**src/rtl/bilbo_register_if.sv**
```systemverilog
// rtl/bilbo_register_if.sv - mode/data/scan/signature bundle of the BILBO register
interface bilbo_register_if #(
  parameter int N  = 16,
  parameter int CW = 8
);
  logic [2:0]    mode;
  logic [N-1:0]  in;
  logic          si;
  logic [N-1:0]  golden;
  logic [N-1:0]  outREG;
  logic          so;
  logic [CW-1:0] count;
  logic          match;

  modport master (
    output mode, in, si, golden,
    input  outREG, so, count, match
  );

  modport slave (
    input  mode, in, si, golden,
    output outREG, so, count, match
  );
endinterface

```
**src/rtl/bilbo_register.sv**
```systemverilog
// rtl/bilbo_register.sv - multi-mode register: load, scan, PRPG, MISR with session counter and signature compare
module bilbo_register #(
  parameter int           N    = 16,
  parameter logic [N-1:0] POLY = 16'hB400,
  parameter logic [N-1:0] SEED = 16'h0001,
  parameter int           CW   = 8
) (
  input  logic              clk,
  input  logic              rst,
  bilbo_register_if.slave   bus
);
  localparam logic [2:0] MODE_LOAD  = 3'b001;
  localparam logic [2:0] MODE_SCAN  = 3'b010;
  localparam logic [2:0] MODE_PRPG  = 3'b011;
  localparam logic [2:0] MODE_MISR  = 3'b100;
  localparam logic [2:0] MODE_CLEAR = 3'b101;
  localparam logic [CW-1:0] CMAX    = '1;

  logic [N-1:0]  state;
  logic [N-1:0]  state_nxt;
  logic [N-1:0]  lfsr_step;
  logic [CW-1:0] cnt;
  logic [CW-1:0] cnt_nxt;
  logic [CW-1:0] cnt_sat;
  logic          fb;

  assign fb        = ^(state & POLY);
  assign lfsr_step = {state[N-2:0], fb};
  assign cnt_sat   = (cnt == CMAX) ? cnt : cnt + 1'b1;

  // Unlisted modes (000, 110, 111) fall through to hold.
  always_comb begin
    state_nxt = state;
    cnt_nxt   = cnt;
    case (bus.mode)
      MODE_LOAD: begin
        state_nxt = bus.in;
        cnt_nxt   = '0;
      end
      MODE_SCAN: state_nxt = {state[N-2:0], bus.si};
      MODE_PRPG: begin
        state_nxt = (state == '0) ? SEED : lfsr_step;
        cnt_nxt   = cnt_sat;
      end
      MODE_MISR: begin
        state_nxt = lfsr_step ^ bus.in;
        cnt_nxt   = cnt_sat;
      end
      MODE_CLEAR: begin
        state_nxt = '0;
        cnt_nxt   = '0;
      end
      default: ;
    endcase
  end

  always_ff @(posedge clk) begin
    if (!rst) begin
      state <= '0;
      cnt   <= '0;
    end else begin
      state <= state_nxt;
      cnt   <= cnt_nxt;
    end
  end

  assign bus.outREG = state;
  assign bus.so     = state[N-1];
  assign bus.count  = cnt;
  assign bus.match  = (state == bus.golden);
endmodule
```
**src/flat_wrapper.sv**
```systemverilog
// flat-port wrapper written by rule: the top's interface ports become plain ports
module bilbo_register_flat 
#(
  parameter int           N    = 16,
  parameter logic [N-1:0] POLY = 16'hB400,
  parameter logic [N-1:0] SEED = 16'h0001,
  parameter int           CW   = 8
)
  (clk, rst, bus_mode, bus_in, bus_si, bus_golden, bus_outREG, bus_so, bus_count, bus_match);
  bilbo_register_if #(.N(N), .CW(CW)) bus_i ();
  input  logic clk;
  input  logic rst;
  input wire logic [$bits(bus_i.mode)-1:0] bus_mode;
  input wire logic [$bits(bus_i.in)-1:0] bus_in;
  input wire logic [$bits(bus_i.si)-1:0] bus_si;
  input wire logic [$bits(bus_i.golden)-1:0] bus_golden;
  output wire logic [$bits(bus_i.outREG)-1:0] bus_outREG;
  output wire logic [$bits(bus_i.so)-1:0] bus_so;
  output wire logic [$bits(bus_i.count)-1:0] bus_count;
  output wire logic [$bits(bus_i.match)-1:0] bus_match;
  assign bus_i.mode = bus_mode;
  assign bus_i.in = bus_in;
  assign bus_i.si = bus_si;
  assign bus_i.golden = bus_golden;
  assign bus_outREG = bus_i.outREG;
  assign bus_so = bus_i.so;
  assign bus_count = bus_i.count;
  assign bus_match = bus_i.match;
  bilbo_register #(.N(N), .POLY(POLY), .SEED(SEED), .CW(CW)) u_core (.clk(clk), .rst(rst), .bus(bus_i));
endmodule
```
**config.mk**
```make
export PLATFORM = sky130hd
export DESIGN_NAME = bilbo_register_flat
export DESIGN_NICKNAME = d
export VERILOG_FILES = /design/src/rtl/bilbo_register_if.sv /design/src/rtl/bilbo_register.sv /design/src/flat_wrapper.sv
export SDC_FILE = /design/constraint.sdc
export NUM_CORES = 1
export LEC_CHECK = 0
export CORE_MARGIN = 2
export CORE_UTILIZATION = 30
export CTS_BUF_LIST = sky130_fd_sc_hd__clkbuf_4 sky130_fd_sc_hd__clkbuf_8 sky130_fd_sc_hd__clkbuf_16
export CTS_CLUSTER_DIAMETER = 100
export DETAILED_ROUTE_END_ITERATION = 8
export GPL_ROUTABILITY_DRIVEN = 1
export GPL_TIMING_DRIVEN = 0
export PLACE_DENSITY = 0.61
export SLEW_MARGIN = 20
export SYNTH_ARGS = -nofsm -noshare
export SYNTH_HDL_FRONTEND = slang
export SYNTH_SLANG_ARGS = --single-unit
```
**constraint.sdc**
```tcl
create_clock -name clk -period 2.6 [get_ports clk]
set_input_delay 0.26 -clock clk [delete_from_list [all_inputs] [get_ports clk]]
set_output_delay 0.26 -clock clk [all_outputs]
set_load 0.005 [all_outputs]
```
==> impl_results.md, run 1 <==
- Status: completed
- Vias in the first global route: about 1800
- Area leader, netlist: dfxtp_1
- Setup slack, reg-to-reg: 690 ps
- DRT iter0 DRCs: 76
- Worst-path clk slew: 90 ps
- Crit path kind: reg2out
- Crit start category: flop
- Worst-path fanout max: 6
- Peak supply drop: about 0.25 mV
- Fmax: 453 MHz
- WL/cell: between 15 and 20 um
- # H-tree levels: 1
- Worst Max-Slew Pin Slew: about 520 ps
- ANT cells: 0
- Critical-path cell list: xnor2_1 > nand4_1 > nor4_1 > clkdlybuf4s50_1
- FF-to-FF End: u_core.bus.outREG[0]$_SDFFE_PN0P_
- Max-slew violation count: 0
- DP HPWL: around 4.3 mm
- Critical path's slowest cell: dfxtp_1
- Hold WC Path Type: in2reg
- CP Buf/Inv Count: 1
- Synth warn: 0
- Overflow left after global routing: 0
- Final net count: roughly 320
- Switching share of power: 32.1%
- Post CTS Setup Buffer Count: 0
- Netlist cell types: between 40 and 50
- Place WS: 501 ps
- Internal portion of total power: 0.753 mW
- Reg2reg path depth: 6
- Core footprint: approximately 6000 um2
- # setup viols final: 0
- Largest cells by area after synthesis: dfxtp_1, o21a_1, xnor2_1
- Synth Register Bits: 24
- CTS Sinks: 24
- Via count: 1891
- Global placement routability congestion: 0.785
- CP peak stage delay: between 500 and 600 ps
- Area growth syn-to-layout: 41.4%
- Share of power burned in the clock network: around a quarter
- Via density: between 5 and 6
- Total negative slack: 0 ps
- Port bufs: 62
- Dpl cells: about 350
- Final min period: 2210 ps
- Hold depth: 2
- Reg2Reg Launch Point: u_core.bus.outREG[12]$_SDFFE_PN0P_
- Switching pwr: around 0.36 mW
- Period utilisation layout: ~85%
- CTS Root Cell: clkbuf_8
- Reg area: 480 um2
- # IOs: between 60 and 70
- Post-synth EDFFs: 0
- Final hold violations: 0
- Syn Std Cell Area: 1860 um2
- Die H: 82.8 um
- Resized Gates After CTS: 0
- Power per cell area: 422 nW/um2
- Layout cells sized above 1: a little over an eighth
- Clock buffer count from CTS: 3
- Logic pwr share: 34.7%
- Post-route ant nets: 0
- Max Cap Violations: 0
- Area of the multi-input gates: 1250 um2
- Total GRT Usage: between 10% and 20%
- First-pass GRT wire length: 9.10 mm
- Syn Inst Count: 216
- Fin worst setup slack: around 390 ps
- Die Wd: 82.8 um
- Main synth FF type: dfxtp_1
- Synthesized Nets: 256
- Leak pwr: 0.879 nW
- # hold bufs at CTS: 0
- Layout Cells excl Fill: about 360
- Initial core utilization: 31.2%
- Top-area cell type share of the netlist area: 25.8%
- Sequential area share after synthesis: 25.8%
- Initial antenna violation count: 0
- Number of core rows: 28
- CTS tree: built
- Relative slew slack: 65.1%
- HP Start: rst
- Number of cells on the critical path: 4
- Clk_lat worst skew: 280 ps
- Die ar.: 6850 um2
- CP delay by family, top: flip-flops
- Async SR Flop Fraction: 0%
- Maximum clock path buffer count: 2
- Post-Route WL: 5.81 mm
- DR DRC count: 0
- Req. time, crit path: 2340 ps
- CP Capture Type: output pin
- Reg power frac: 40.4%
- Hold path endpoint: u_core.bus.count[1]$_SDFFE_PN0P_
- Worst Path Arrival: 1950 ps
- Clk_skew: 2.43 ps
- RSZ-0062 raised after global routing: false
- Syn avg cell area: 8.61 um2
- FILL cells: 617
- Pre-antenna DRT Iters: 4
- Largest net degree at the start of global routing: 14
-- layout by cell type, fill, tap and decap left out, drive strengths merged, types with 6 or more instances in the layout --
cell type,n
clkdlybuf4s50,62
nor3,15
nand3,20
o21a,29
o22ai,16
buf,13
nand4,6
nand2,10
xnor2,17
clkbuf,8
nor2,14
dfxtp,24
-- synth_stat cells, types with 7 or more instances --
cell / n
dfxtp_1: 24
nand3_1: 20
o22ai_1: 15
o21a_1: 29
nor3_1: 7
nor3_2: 8
nand2_1: 10
xnor2_1: 17
nor2_1: 14
-- routing by layer --
layer / up-vias / wire length, um / GRT usage, %
met2: 46 / 2710 / 28.8
met1: 895 / 2770 / 23.5
met5: - / 0 / 0
li1: 944 / - / -
met4: 0 / 63 / 3.93
met3: 6 / 270 / 3.48
-- cells by family after synthesis --
family / after synthesis / share of synthesized area (%)
compound gates: 68 / 29.4
mux: 1 / 0.538
flops: 24 / 25.8
xor+xnor: 19 / 9.89
buf+inv: 22 / 7.20
simple gates: 80 / 25.8
fa+ha+maj: 2 / 1.34
-- power groups by stage --
| stage | Clock [mW] | Combinational, mW | Sequential (mW) |
|---|---|---|---|
| after detailed placement | 0 | 0.385 | 0.456 |
| final | 0.277 | 0.384 | 0.448 |
| after floorplan | 0 | 0.222 | 0.443 |
| after global placement | 0 | 0.379 | 0.456 |
| after global routing | 0.297 | 0.419 | 0.453 |
| after CTS | 0.282 | 0.387 | 0.448 |
-- registers in the layout (all words and copies together) (netlist names) --
signal / flops
u_core.bus.count: 8
u_core.bus.outREG: 16
-- worst max path at each step --
| stage | slack (ps) | end | startpoint |
|---|---|---|---|
| finish | 390 | bus_match | u_core.bus.outREG[11]$_SDFFE_PN0P_ |
| global route | 310 | bus_match | u_core.bus.outREG[11]$_SDFFE_PN0P_ |
| CTS | 370 | bus_match | u_core.bus.outREG[11]$_SDFFE_PN0P_ |
| detailed placement | 500 | bus_match | bus_golden[13] |
| global placement | 480 | bus_match | bus_golden[13] |
| floorplan | 950 | u_core.bus.outREG[0]$_SDFFE_PN0P_ | u_core.bus.outREG[12]$_SDFFE_PN0P_ |
-- area by class of cell --
class | instances | area share, %
multi-input combinational | 170 | 47.4
timing repair buffer | 62 | 23.6
sequential | 24 | 18.3
buffer | 17 | 4.38
tap | 75 | 3.57
clock buffer | 4 | 2.09
inverter | 5 | 0.714
-- stage by stage --
stage | utilization (%) | hold slack (ps) | power [mW] | cell area [um2]
after floorplan | - | 496 | 0.665 | 1860
after global placement | 43.2 | 513 | 0.835 | 2570
after detailed placement | 43.2 | 514 | 0.841 | 2570
after CTS | 44.2 | 302 | 1.12 | 2630
after global routing | 44.2 | 301 | 1.17 | 2630
final | 44.2 | 308 | 1.11 | 2630
Note: power is estimated with default switching activity, not from simulation.
==> run 2, diff against run 1 <==
==> constraint.sdc (replaced) <==
create_clock -name clk -period 2.24 [get_ports clk]
set_input_delay 0.224 -clock clk [delete_from_list [all_inputs] [get_ports clk]]
set_output_delay 0.224 -clock clk [all_outputs]
set_load 0.005 [all_outputs]
==> impl_results.md, run 2 (synthesized netlist as in run 1, its figures left out) <==
- Final hold violations: 0
- Total GRT Usage: around 17%
- Clock buffer count from CTS: 3
- DRT iter0 DRCs: 76
- Largest net degree at the start of global routing: 14
- Worst Max-Slew Pin Slew: 523 ps
- Number of core rows: 28
- CTS Root Cell: clkbuf_8
- Die ar.: 6850 um2
- Power per cell area: 489 nW/um2
- Worst-path fanout max: 7
- Area growth syn-to-layout: 41.5%
- Final min period: 2100 ps
- # IOs: 64
- Req. time, crit path: 2020 ps
- Layout Cells excl Fill: 357
- Hold WC Path Type: in2reg
- Fmax: 476 MHz
- CTS Sinks: 24
- Via count: 1891
- Internal portion of total power: 0.875 mW
- Logic pwr share: 34.6%
- Resized Gates After CTS: 0
- Layout cells sized above 1: 14.2%
- Overflow left after global routing: 0
- Post-Route WL: just under 6 mm
- ANT cells: 0
- Die Wd: 82.8 um
- Most frequent cells in the layout: clkdlybuf4s50_1, o21a_1, dfxtp_1
- Pre-antenna DRT Iters: 4
- DP HPWL: 4.27 mm
- Leak pwr: 0.879 nW
- WL/cell: 16.3 um
- Max-slew violation count: 0
- Port bufs: 62
- RSZ-0062 raised after global routing: false
- Switching share of power: 32.0%
- Die H: around 83 um
- First-pass GRT wire length: roughly 9.1 mm
- # H-tree levels: 1
- Final net count: 323
- Period utilisation layout: between 90 and 100%
- Relative slew slack: 65.1%
- Worst-path clk slew: 90 ps
- Clk_skew: 2.43 ps
- Max Cap Violations: 0
- Vias in the first global route: 1799
- Commonest non-fill, non-tap cell in the layout: clkdlybuf4s50_1
- Peak supply drop: 0.295 mV
- Reg power frac: about two fifths
- Initial core utilization: 31.2%
- Crit path kind: reg2out
- Post-route ant nets: 0
- Share of power burned in the clock network: 24.9%
- Switching pwr: between 0.4 and 0.5 mW
- CTS tree: built
- Crit start category: flop
- DR DRC count: 0
- Post CTS Setup Buffer Count: 0
- Via density: 5.30
- Core footprint: 5960 um2
- Clk_lat worst skew: 280 ps
- Initial antenna violation count: 0
- # hold bufs at CTS: 0
- Maximum clock path buffer count: 2
- CP Capture Type: output pin
- Dpl cells: 353
- Global placement routability congestion: 0.785
- Worst Path Arrival: roughly 1900 ps
- Status: completed
- # setup viols final: 0
- Max reg flops: 16
- Total negative slack: 0 ps
## run 2: area by class of cell
class / instances / area (um2)
buffer: 17 / 115
clock buffer: 4 / 55.1
fill: 616 / 3320
inverter: 5 / 18.8
multi-input combinational: 170 / 1250
sequential: 24 / 483
tap: 75 / 93.8
timing repair buffer: 62 / 621
## run 2: metrics by stage
step           hold slack, ps  utilization [%]  instance area [um2]  worst slack (ps)  power, mW
2_1_floorplan             496                -                 1860               593      0.772
3_3_place_gp              513             43.2                 2570               192      0.970
3_5_place_dp              514             43.2                 2570               213      0.976
4_1_cts                   266             44.2                 2630              51.0       1.30
5_1_grt                   265             44.2                 2630              33.6       1.36
6_report                  272             44.2                 2630               138       1.29
## run 2: worst paths after layout
path / startpoint / slack [ps] / depth (start not counted) / end
worst min register to register: u_core.bus.count[1]$_SDFFE_PN0P_ / 530 / 2 / u_core.bus.count[1]$_SDFFE_PN0P_
worst max register to register: u_core.bus.outREG[12]$_SDFFE_PN0P_ / 330 / 6 / u_core.bus.outREG[0]$_SDFFE_PN0P_
worst min-delay path: rst / 270 / 2 / u_core.bus.count[1]$_SDFFE_PN0P_
worst max-delay path: u_core.bus.outREG[0]$_SDFFE_PN0P_ / 140 / 4 / bus_match
## run 2: power by group through the flow
stage,registers (mW),logic (mW),clock network (mW)
2_1_floorplan,0.514,0.258,0
3_3_place_gp,0.530,0.440,0
3_5_place_dp,0.530,0.446,0
4_1_cts,0.520,0.449,0.327
5_1_grt,0.526,0.486,0.345
6_report,0.521,0.446,0.321
## run 2: layer usage
layer	vias to the layer above	GRT usage (%)	part of all wire, %
met4	0	3.93	1.1
met2	46	28.8	47
met1	895	23.5	48
li1	944	-	-
met5	-	0	0
met3	6	3.48	4.6
## run 2: critical path, cell delays in order, from the launching register on
cell and delay, ps:
dfxtp_1 510, xnor2_1 160, nand4_1 110, nor4_1 270
clkdlybuf4s50_1 550
